`config.mk`:
```
export PLATFORM = sky130hd
export DESIGN_NAME = down_count_sched_flat
export DESIGN_NICKNAME = d
export VERILOG_FILES = /design/src/rtl/down_count_sched_if.sv /design/src/rtl/down_count_sched.sv /design/src/flat_wrapper.sv
export SDC_FILE = /design/constraint.sdc
export NUM_CORES = 1
export LEC_CHECK = 0
export ABC_AREA = 1
export BUFFER_PORTS_ARGS = -buffer_cell sky130_fd_sc_hd__buf_2
export CORE_ASPECT_RATIO = 1.25
export CORE_MARGIN = 10
export CORE_UTILIZATION = 40
export DETAILED_ROUTE_END_ITERATION = 8
export GPL_TIMING_DRIVEN = 0
export PLACE_DENSITY_LB_ADDON = 0.2
export SLEW_MARGIN = 10
export SYNTH_ARGS = -nofsm -noshare
export SYNTH_HDL_FRONTEND = slang
export SYNTH_SLANG_ARGS = --single-unit
```
`constraint.sdc`:
```
create_clock -name clk -period 2.9 [get_ports clk]
set_input_delay 0 -clock clk [delete_from_list [all_inputs] [get_ports clk]]
set_output_delay 0 -clock clk [all_outputs]
set_load 0.01 [all_outputs]
```
`src/rtl/down_count_sched_if.sv`:
```
// down_count_sched_if: request/grant bundle between requesters and the shared down-counter scheduler.
interface down_count_sched_if #(
    parameter int N_REQ = 4,
    parameter int CNT_W = 4
);
    logic [N_REQ-1:0]       req;
    logic [N_REQ*CNT_W-1:0] load_val;
    logic [N_REQ-1:0]       grant;
    logic                   busy;
    logic [CNT_W-1:0]       count;
    logic [N_REQ-1:0]       done;

    modport master (output req, load_val, input grant, busy, count, done);
    modport slave  (input req, load_val, output grant, busy, count, done);
endinterface

```
`src/rtl/down_count_sched.sv`:
```
// down_count_sched: round-robin sharing of one down counter, one-cycle done pulse to the owner on expiry.
module down_count_sched #(
    parameter int N_REQ = 4,
    parameter int CNT_W = 4
) (
    input  logic               clk,
    input  logic               rst,
    down_count_sched_if.slave  bus
);
    localparam int PW = $clog2(N_REQ);

    typedef enum logic [1:0] {IDLE, COUNT, DONE} state_t;

    state_t           state_q, state_d;
    logic [N_REQ-1:0] grant_q, grant_d;
    logic [N_REQ-1:0] done_q, done_d;
    logic [CNT_W-1:0] count_q, count_d;
    logic [PW-1:0]    ptr_q, ptr_d;
    logic [PW-1:0]    win;
    logic             found;

    // First set request searching upward from ptr+1, wrapping.
    always_comb begin
        win   = '0;
        found = 1'b0;
        for (int k = 1; k <= N_REQ; k++) begin
            int j;
            j = int'(ptr_q) + k;
            if (j >= N_REQ) j = j - N_REQ;
            if (!found && bus.req[j]) begin
                found = 1'b1;
                win   = PW'(j);
            end
        end
    end

    always_comb begin
        state_d = state_q;
        grant_d = grant_q;
        count_d = count_q;
        ptr_d   = ptr_q;
        done_d  = '0;
        case (state_q)
            IDLE: if (found) begin
                grant_d      = '0;
                grant_d[win] = 1'b1;
                count_d      = bus.load_val[win*CNT_W +: CNT_W];
                ptr_d        = win;
                state_d      = COUNT;
            end
            COUNT: begin
                if (!bus.req[ptr_q]) begin
                    state_d = IDLE;
                    grant_d = '0;
                    count_d = '1;
                end else if (count_q == '0) begin
                    state_d       = DONE;
                    done_d[ptr_q] = 1'b1;
                    grant_d       = '0;
                    count_d       = '1;
                end else begin
                    count_d = count_q - 1'b1;
                end
            end
            default: state_d = IDLE;
        endcase
    end

    always_ff @(posedge clk) begin
        if (rst) begin
            state_q <= IDLE;
            grant_q <= '0;
            done_q  <= '0;
            count_q <= '1;
            ptr_q   <= PW'(N_REQ - 1);
        end else begin
            state_q <= state_d;
            grant_q <= grant_d;
            done_q  <= done_d;
            count_q <= count_d;
            ptr_q   <= ptr_d;
        end
    end

    assign bus.grant = grant_q;
    assign bus.done  = done_q;
    assign bus.count = count_q;
    assign bus.busy  = (state_q != IDLE);
endmodule

```
`src/flat_wrapper.sv`:
```
// flat-port wrapper written by rule: the top's interface ports become plain ports
module down_count_sched_flat 
#(
    parameter int N_REQ = 4,
    parameter int CNT_W = 4
)
  (clk, rst, bus_req, bus_load_val, bus_grant, bus_busy, bus_count, bus_done);
  down_count_sched_if #(.N_REQ(N_REQ), .CNT_W(CNT_W)) bus_i ();
  input  logic clk;
  input  logic rst;
  input wire logic [$bits(bus_i.req)-1:0] bus_req;
  input wire logic [$bits(bus_i.load_val)-1:0] bus_load_val;
  output wire logic [$bits(bus_i.grant)-1:0] bus_grant;
  output wire logic [$bits(bus_i.busy)-1:0] bus_busy;
  output wire logic [$bits(bus_i.count)-1:0] bus_count;
  output wire logic [$bits(bus_i.done)-1:0] bus_done;
  assign bus_i.req = bus_req;
  assign bus_i.load_val = bus_load_val;
  assign bus_grant = bus_i.grant;
  assign bus_busy = bus_i.busy;
  assign bus_count = bus_i.count;
  assign bus_done = bus_i.done;
  down_count_sched #(.N_REQ(N_REQ), .CNT_W(CNT_W)) u_core (.clk(clk), .rst(rst), .bus(bus_i));
endmodule
```
==> key figures, run 1 <==
Clock network
  • Clk sinks: 16
  • Number of hold buffers added after CTS: 0
  • Post-CTS setup buffer count: 0
  • CTS tree: yes
  • Worst-Skew Late Latency: a little under 0.3 ns
  • H-tree depth: 1
  • Clock Path Buffers: 2
  • CTS resizes: 0
  • Num CTS Buffers: 3
  • Clock slew at reported path FFs: around 0.1 ns
  • CTS root buf: clkbuf_4

Floorplan
  • I/O pins: 35
  • Die ar.: between 0.005 and 0.006 mm2
  • Die X: between 60 and 70 um
  • Initial Util: about 42%
  • Row count: 21
  • Die Ht: ~80 um
  • Core Box Area: ~0.0027 mm2

Yosys
  • Synth cell types: 25
  • Synth area leaders: dfxtp_1 (28%), nand2_1 (15%), inv_1 (8.5%), nand3_1 (7.4%), ha_1 (5.4%)
  • Synth warn: 0
  • Post-synth top area share: 27.7%
  • Yosys top cell by area: dfxtp_1
  • Mean Syn Cell Area: between 6 and 7 um2
  • Post-Syn Instances: around 180
  • Synthesized area: roughly 0.0012 mm2
  • Sequential-to-total area share from yosys stat: about 28%
  • Syn_nets: around 200
  • FF+latch count, synth: 16

Final layout
  • Utilization after layout: 51.2%
  • Final std cells w/o fill: 246
  • Nets: 240
  • Storage cell area: 320 um2
  • Area grow syn2layout: 21.1%
  • Antenna diode count: 0
  • Leading cell type in the layout, fill and taps excluded: nand2_1
  • Commonest cells after routing, fill and taps aside: nand2_1 (46), buf_2 (33), inv_1 (26), nand3_1 (17), dfxtp_1 (16)
  • Fillers: just over 300
  • Area taken by multi-input logic gates: 696 um2
  • Post-route cell area: 0.00140 mm2
  • Share of cells above drive strength 1: approximately 30%

Routing
  • DRT Pass-1 Iters: 4
  • Via count: 1169
  • Vias per inst: 4.75
  • DRC Markers: 0
  • Post-route antenna net violation count: 0
  • Drt wl/cell: about 12 um
  • Total Routed Length: a little under 3 mm
  • Initial detailed-routing violation count: between 50 and 60

GRT
  • Tot GR Track Use: between 10% and 20%
  • Met2 GRT Util: a little over a fifth
  • Largest net degree at the start of global routing: 11
  • First-pass GRT wire length: approximately 5.1 mm
  • GRT Max-Usage Layer: met2
  • GRT overflow: 0
  • Initial antenna violation count: 0
  • Met3 Resource Use GR: 1.53%
  • Vias in the first global route: about 1200
  • Routing usage on met1: 12.3%

Timing
  • RSZ-0062 raised after global routing: no
  • Worst Tran Pin Value: between 0.4 and 0.5 ns
  • Crit path time final: approximately 2.3 ns
  • Max Clock Skew: 0.00951 ns
  • Slew Limit Headroom: 72.6%
  • Fin Setup TNS: 0 ns
  • Fmax: around 430 MHz
  • Pins Over Slew Limit: 0
  • Crit share post-route: 80.6%
  • Setup-failing EPs final: 0
  • Final Hold Vio Count: 0

Setup path
  • Critical path required time: about 3.1 ns
  • Setup CP Type: reg -> reg
  • CP max FO: 10
  • Critical path arrival: between 2 and 3 ns
  • Startpoint Class: register
  • Crit. End Element: register

Power
  • Peak VDD IR: about 670 uV
  • P_leak: around 0.76 nW
  • Power Density: 1240 mW/mm2

Placed design
  • GP Congestion: about 0.82
  • Placed Area: about 0.0014 mm2
  • DP HPWL: 2.52 mm
  • Cells after DPL: 242
  • Number of I/O port buffers: 33

Min path
  • Hold Crit Class: in -> reg

Job
  • Max-cap viol count: 0

Run status
  • Outcome: completed
==> flip-flops by register name, summed over array words and instances (netlist names) <==
name / cells
u_core.bus.count: 4
u_core.bus.done: 4
u_core.bus.grant: 4
u_core.ptr_q: 2
u_core.state_q: 2
==> kinds of logic after synthesis <==
family / share of synthesized area (%)
AND/OR/NAND/NOR: 43.8
buffers and inverters: 12.0
AO/OA/AOI/OAI: 10.3
flip-flops: 27.7
adder cells (fa/ha/maj): 5.42
XOR/XNOR: 0.759
==> path summary, 6_finish.rpt <==
check / slack (ns) / startpoint / cells after the start / end
worst min-delay path: 0.01 / bus_load_val[1] / 5 / u_core.bus.count[1]
worst max register to register: 0.56 / u_core.ptr_q[0] / 13 / u_core.bus.count[3]
worst max-delay path: 0.56 / u_core.ptr_q[0] / 13 / u_core.bus.count[3]
worst min register to register: 0.47 / u_core.bus.grant[1] / 2 / u_core.bus.grant[1]
==> metal layers <==
metal / wire length (um) / share of wire [%]
met1: 1150 / 39
met4: 41 / 1.4
met2: 1670 / 56
met3: 109 / 3.7
met5: 0 / 0
==> worst max-delay path, cell delays in order, from the launching register on <==
cell and delay, ns:
dfxtp_1 0.58, inv_4 0.12, ha_1 0.36, inv_1 0.11, nand3_1 0.10, nand2_2 0.13
nand4_4 0.13, nand3_2 0.12, nand2_4 0.09, buf_8 0.15, nand3_1 0.06, nand3_1 0.09
o21ai_1 0.14, nand2_1 0.06
==> cell type report <==
class | instances | share of cell area [%]
plain buffers | 2 | 1.34
clock buffers | 4 | 2.59
inverters | 30 | 8.59
multi-input cells | 127 | 49.7
flip-flops and latches | 16 | 22.9
well taps | 34 | 3.04
repair buffers | 33 | 11.8
==> where the power goes <==
part | leakage [nW] | switching, mW | internal [mW]
combinational | 0.606 | 0.808 | 0.439
clock | 0.0210 | 0.0711 | 0.0764
sequential | 0.131 | 0.0552 | 0.285
total | 0.758 | 0.935 | 0.800
==> through the flow <==
step	setup WS (ns)	total power, mW	hold slack, ns
after floorplan	0.848	1.33	0.201
after global placement	0.592	1.58	0.305
after detailed placement	0.533	1.61	0.314
after CTS	0.523	1.76	0.00305
after global routing	0.325	1.93	0.0316
final	0.562	1.73	0.0119
==> synth_stat cells <==
| master | instances |
|---|---|
| o21ai_0 | 7 |
| o21ai_2 | 1 |
| ha_1 | 5 |
| nor2_4 | 1 |
| a21oi_1 | 9 |
| nand2_2 | 9 |
| nand4_1 | 3 |
| inv_4 | 3 |
| dfxtp_1 | 16 |
| nand2_1 | 46 |
| nand3_2 | 5 |
| o21bai_1 | 1 |
| nor2_2 | 1 |
| o211ai_1 | 1 |
| xor2_1 | 1 |
| o21ai_1 | 3 |
| nand3_1 | 17 |
| nor3_1 | 1 |
| clkbuf_1 | 1 |
| nor2_1 | 12 |
| inv_1 | 26 |
| inv_2 | 1 |
| buf_8 | 1 |
| nand2_4 | 3 |
| nand4_4 | 1 |
No activity file was read; power rests on OpenSTA's default activity.
==> inputs of run 2 (changes only) <==
clock period = 2.1 ns   (was 2.9 ns; I/O delays follow)
==> run 2 against run 1 <==
Against the previous run:
- via count up 6.3%
- sequential cell count unchanged
- sequential share of layout area down 1.9 points
- clock power up 39%
- total power up 69%
- critical path type unchanged
- critical endpoint is now u_core.bus.count[0]
- largest cell class unchanged
==> key figures, run 2 (same netlist as run 1, synthesis figures left out) <==
Placed design
  • DP HPWL: around 2.5 mm
  • Number of I/O port buffers: 33
  • DP Worst Slack: -0.267 ns
  • GP Congestion: between 0.8 and 0.9
  • Cells after DPL: 242

GRT
  • Largest net degree at the start of global routing: 11
  • Vias in the first global route: between 1000 and 1500
  • GRT overflow: 0
  • Initial antenna violation count: 0
  • Tot GR Track Use: 11.6%
  • First-pass GRT wire length: between 5 and 6 mm

Floorplan
  • Die Ht: ~80 um
  • Initial Util: between 40 and 50%
  • Row count: 21
  • Die ar.: about 0.0054 mm2
  • I/O pins: 35
  • Die X: just under 70 um
  • Core Box Area: 0.00273 mm2

Power
  • P_leak: slightly above 0.8 nW
  • Power Density: between 1500 and 2000 mW/mm2
  • Peak VDD IR: slightly below 1000 uV

Clock network
  • CTS root buf: clkbuf_4
  • Num CTS Buffers: 3
  • CTS tree: yes
  • Clock Path Buffers: 2
  • Worst-Skew Late Latency: 0.29 ns
  • H-tree depth: 1
  • Clk sinks: 16
  • Number of hold buffers added after CTS: 0
  • Clock slew at reported path FFs: ~0.10 ns

Final layout
  • Nets: 249
  • Share of cells above drive strength 1: 36.7%
  • Commonest cells after routing, fill and taps aside: nand2_1 (44), buf_2 (33), inv_1 (24), nand3_1 (15), dfxtp_1 (14)
  • Area grow syn2layout: 35.2%
  • Antenna diode count: 0
  • Leading cell type in the layout, fill and taps excluded: nand2_1
  • Utilization after layout: about 57%
  • Final std cells w/o fill: approximately 260

Timing
  • Fin Setup TNS: 0 ns
  • Crit path time final: between 2 and 2.5 ns
  • Setup-failing EPs final: 0
  • Pins Over Slew Limit: 0
  • Slew Limit Headroom: 74.4%
  • Final worst setup slack: just under 0.08 ns
  • Worst Tran Pin Value: 0.385 ns
  • Crit share post-route: 96.2%
  • RSZ-0062 raised after global routing: yes
  • Final Hold Vio Count: 0
  • Fmax: between 400 and 500 MHz
  • Max Clock Skew: 0.0104 ns

Routing
  • Initial detailed-routing violation count: 43
  • Via count: roughly 1200
  • Total Routed Length: 3.18 mm
  • Post-route antenna net violation count: 0
  • Drt wl/cell: about 12 um
  • Vias per inst: 4.87
  • DRT Pass-1 Iters: 4
  • DRC Markers: 0

Min path
  • Hold Crit Class: in -> reg
  • HP Start: bus_load_val[1]

Setup path
  • Setup CP Type: reg -> reg
  • Critical path startpoint: u_core.ptr_q[1]
  • Crit. End Element: register
  • CP max FO: 5
  • Critical path required time: roughly 2.3 ns
  • Startpoint Class: register
  • Critical path arrival: 2.22 ns
  • R2r startpoint: u_core.ptr_q[1]

Job
  • Max-cap viol count: 0

Run status
  • Outcome: completed
run 2: metal layers:
metal / GRT usage, % / up-vias / routed length [um]
met5: 0 / - / 0
met4: 4.23 / 0 / 91
met3: 1.53 / 6 / 109
met2: 21.7 / 22 / 1790
met1: 12.5 / 567 / 1180
li1: - / 648 / -
run 2: final timing paths:
kind | to | cells after the start | slack (ns)
setup / recovery | u_core.bus.count[0] | 14 | 0.08
hold / removal | u_core.bus.count[1] | 5 | 0.002
setup reg to reg | u_core.bus.count[0] | 14 | 0.08
hold reg to reg | u_core.bus.grant[1] | 2 | 0.47
run 2: repair_timing:
item                                    CTS  global route
gates resized for setup                   5            13
endpoints found under the setup margin    9             9
setup buffers                             1             7
cloned                                    0             1
pin swaps                                 1            14
endpoints found under the hold margin     0             0
run 2: where the power goes:
| group | switching, mW | internal [mW] |
|---|---|---|
| sequential | 0.0605 | 0.404 |
| combinational | 1.32 | 0.938 |
| clock | 0.101 | 0.106 |
| total | 1.48 | 1.45 |
run 2: critical path: stages, from the launching register on:
cell and delay (ns):
dfxtp_4 0.40, clkinvlp_4 0.11, ha_4 0.30, nand3_2 0.10, nand2_4 0.08, inv_4 0.05, nand4_4 0.11, nand2_2 0.08
nand2_4 0.10, nand2_8 0.08, clkbuf_16 0.16, nand3_1 0.06, nand3_1 0.09, o21bai_1 0.13, nand2_1 0.06
run 2: area by class of cell:
class	count	area, um2
Inverter	30	126
Multi-Input combinational cell	127	759
Sequential cell	16	328
Fill cell	290	1170
Clock buffer	4	36.3
Tap cell	34	42.5
Buffer	2	18.8
Timing Repair Buffer	42	250
run 2: stage by stage:
step           hold WS [ns]  area (um2)  total power [mW]
2_1_floorplan         0.201        1150              1.84
3_3_place_gp          0.305        1360              2.18
3_5_place_dp          0.314        1360              2.22
4_1_cts             0.00312        1430              2.48
5_1_grt              0.0460        1560              3.21
6_report            0.00195        1560              2.93
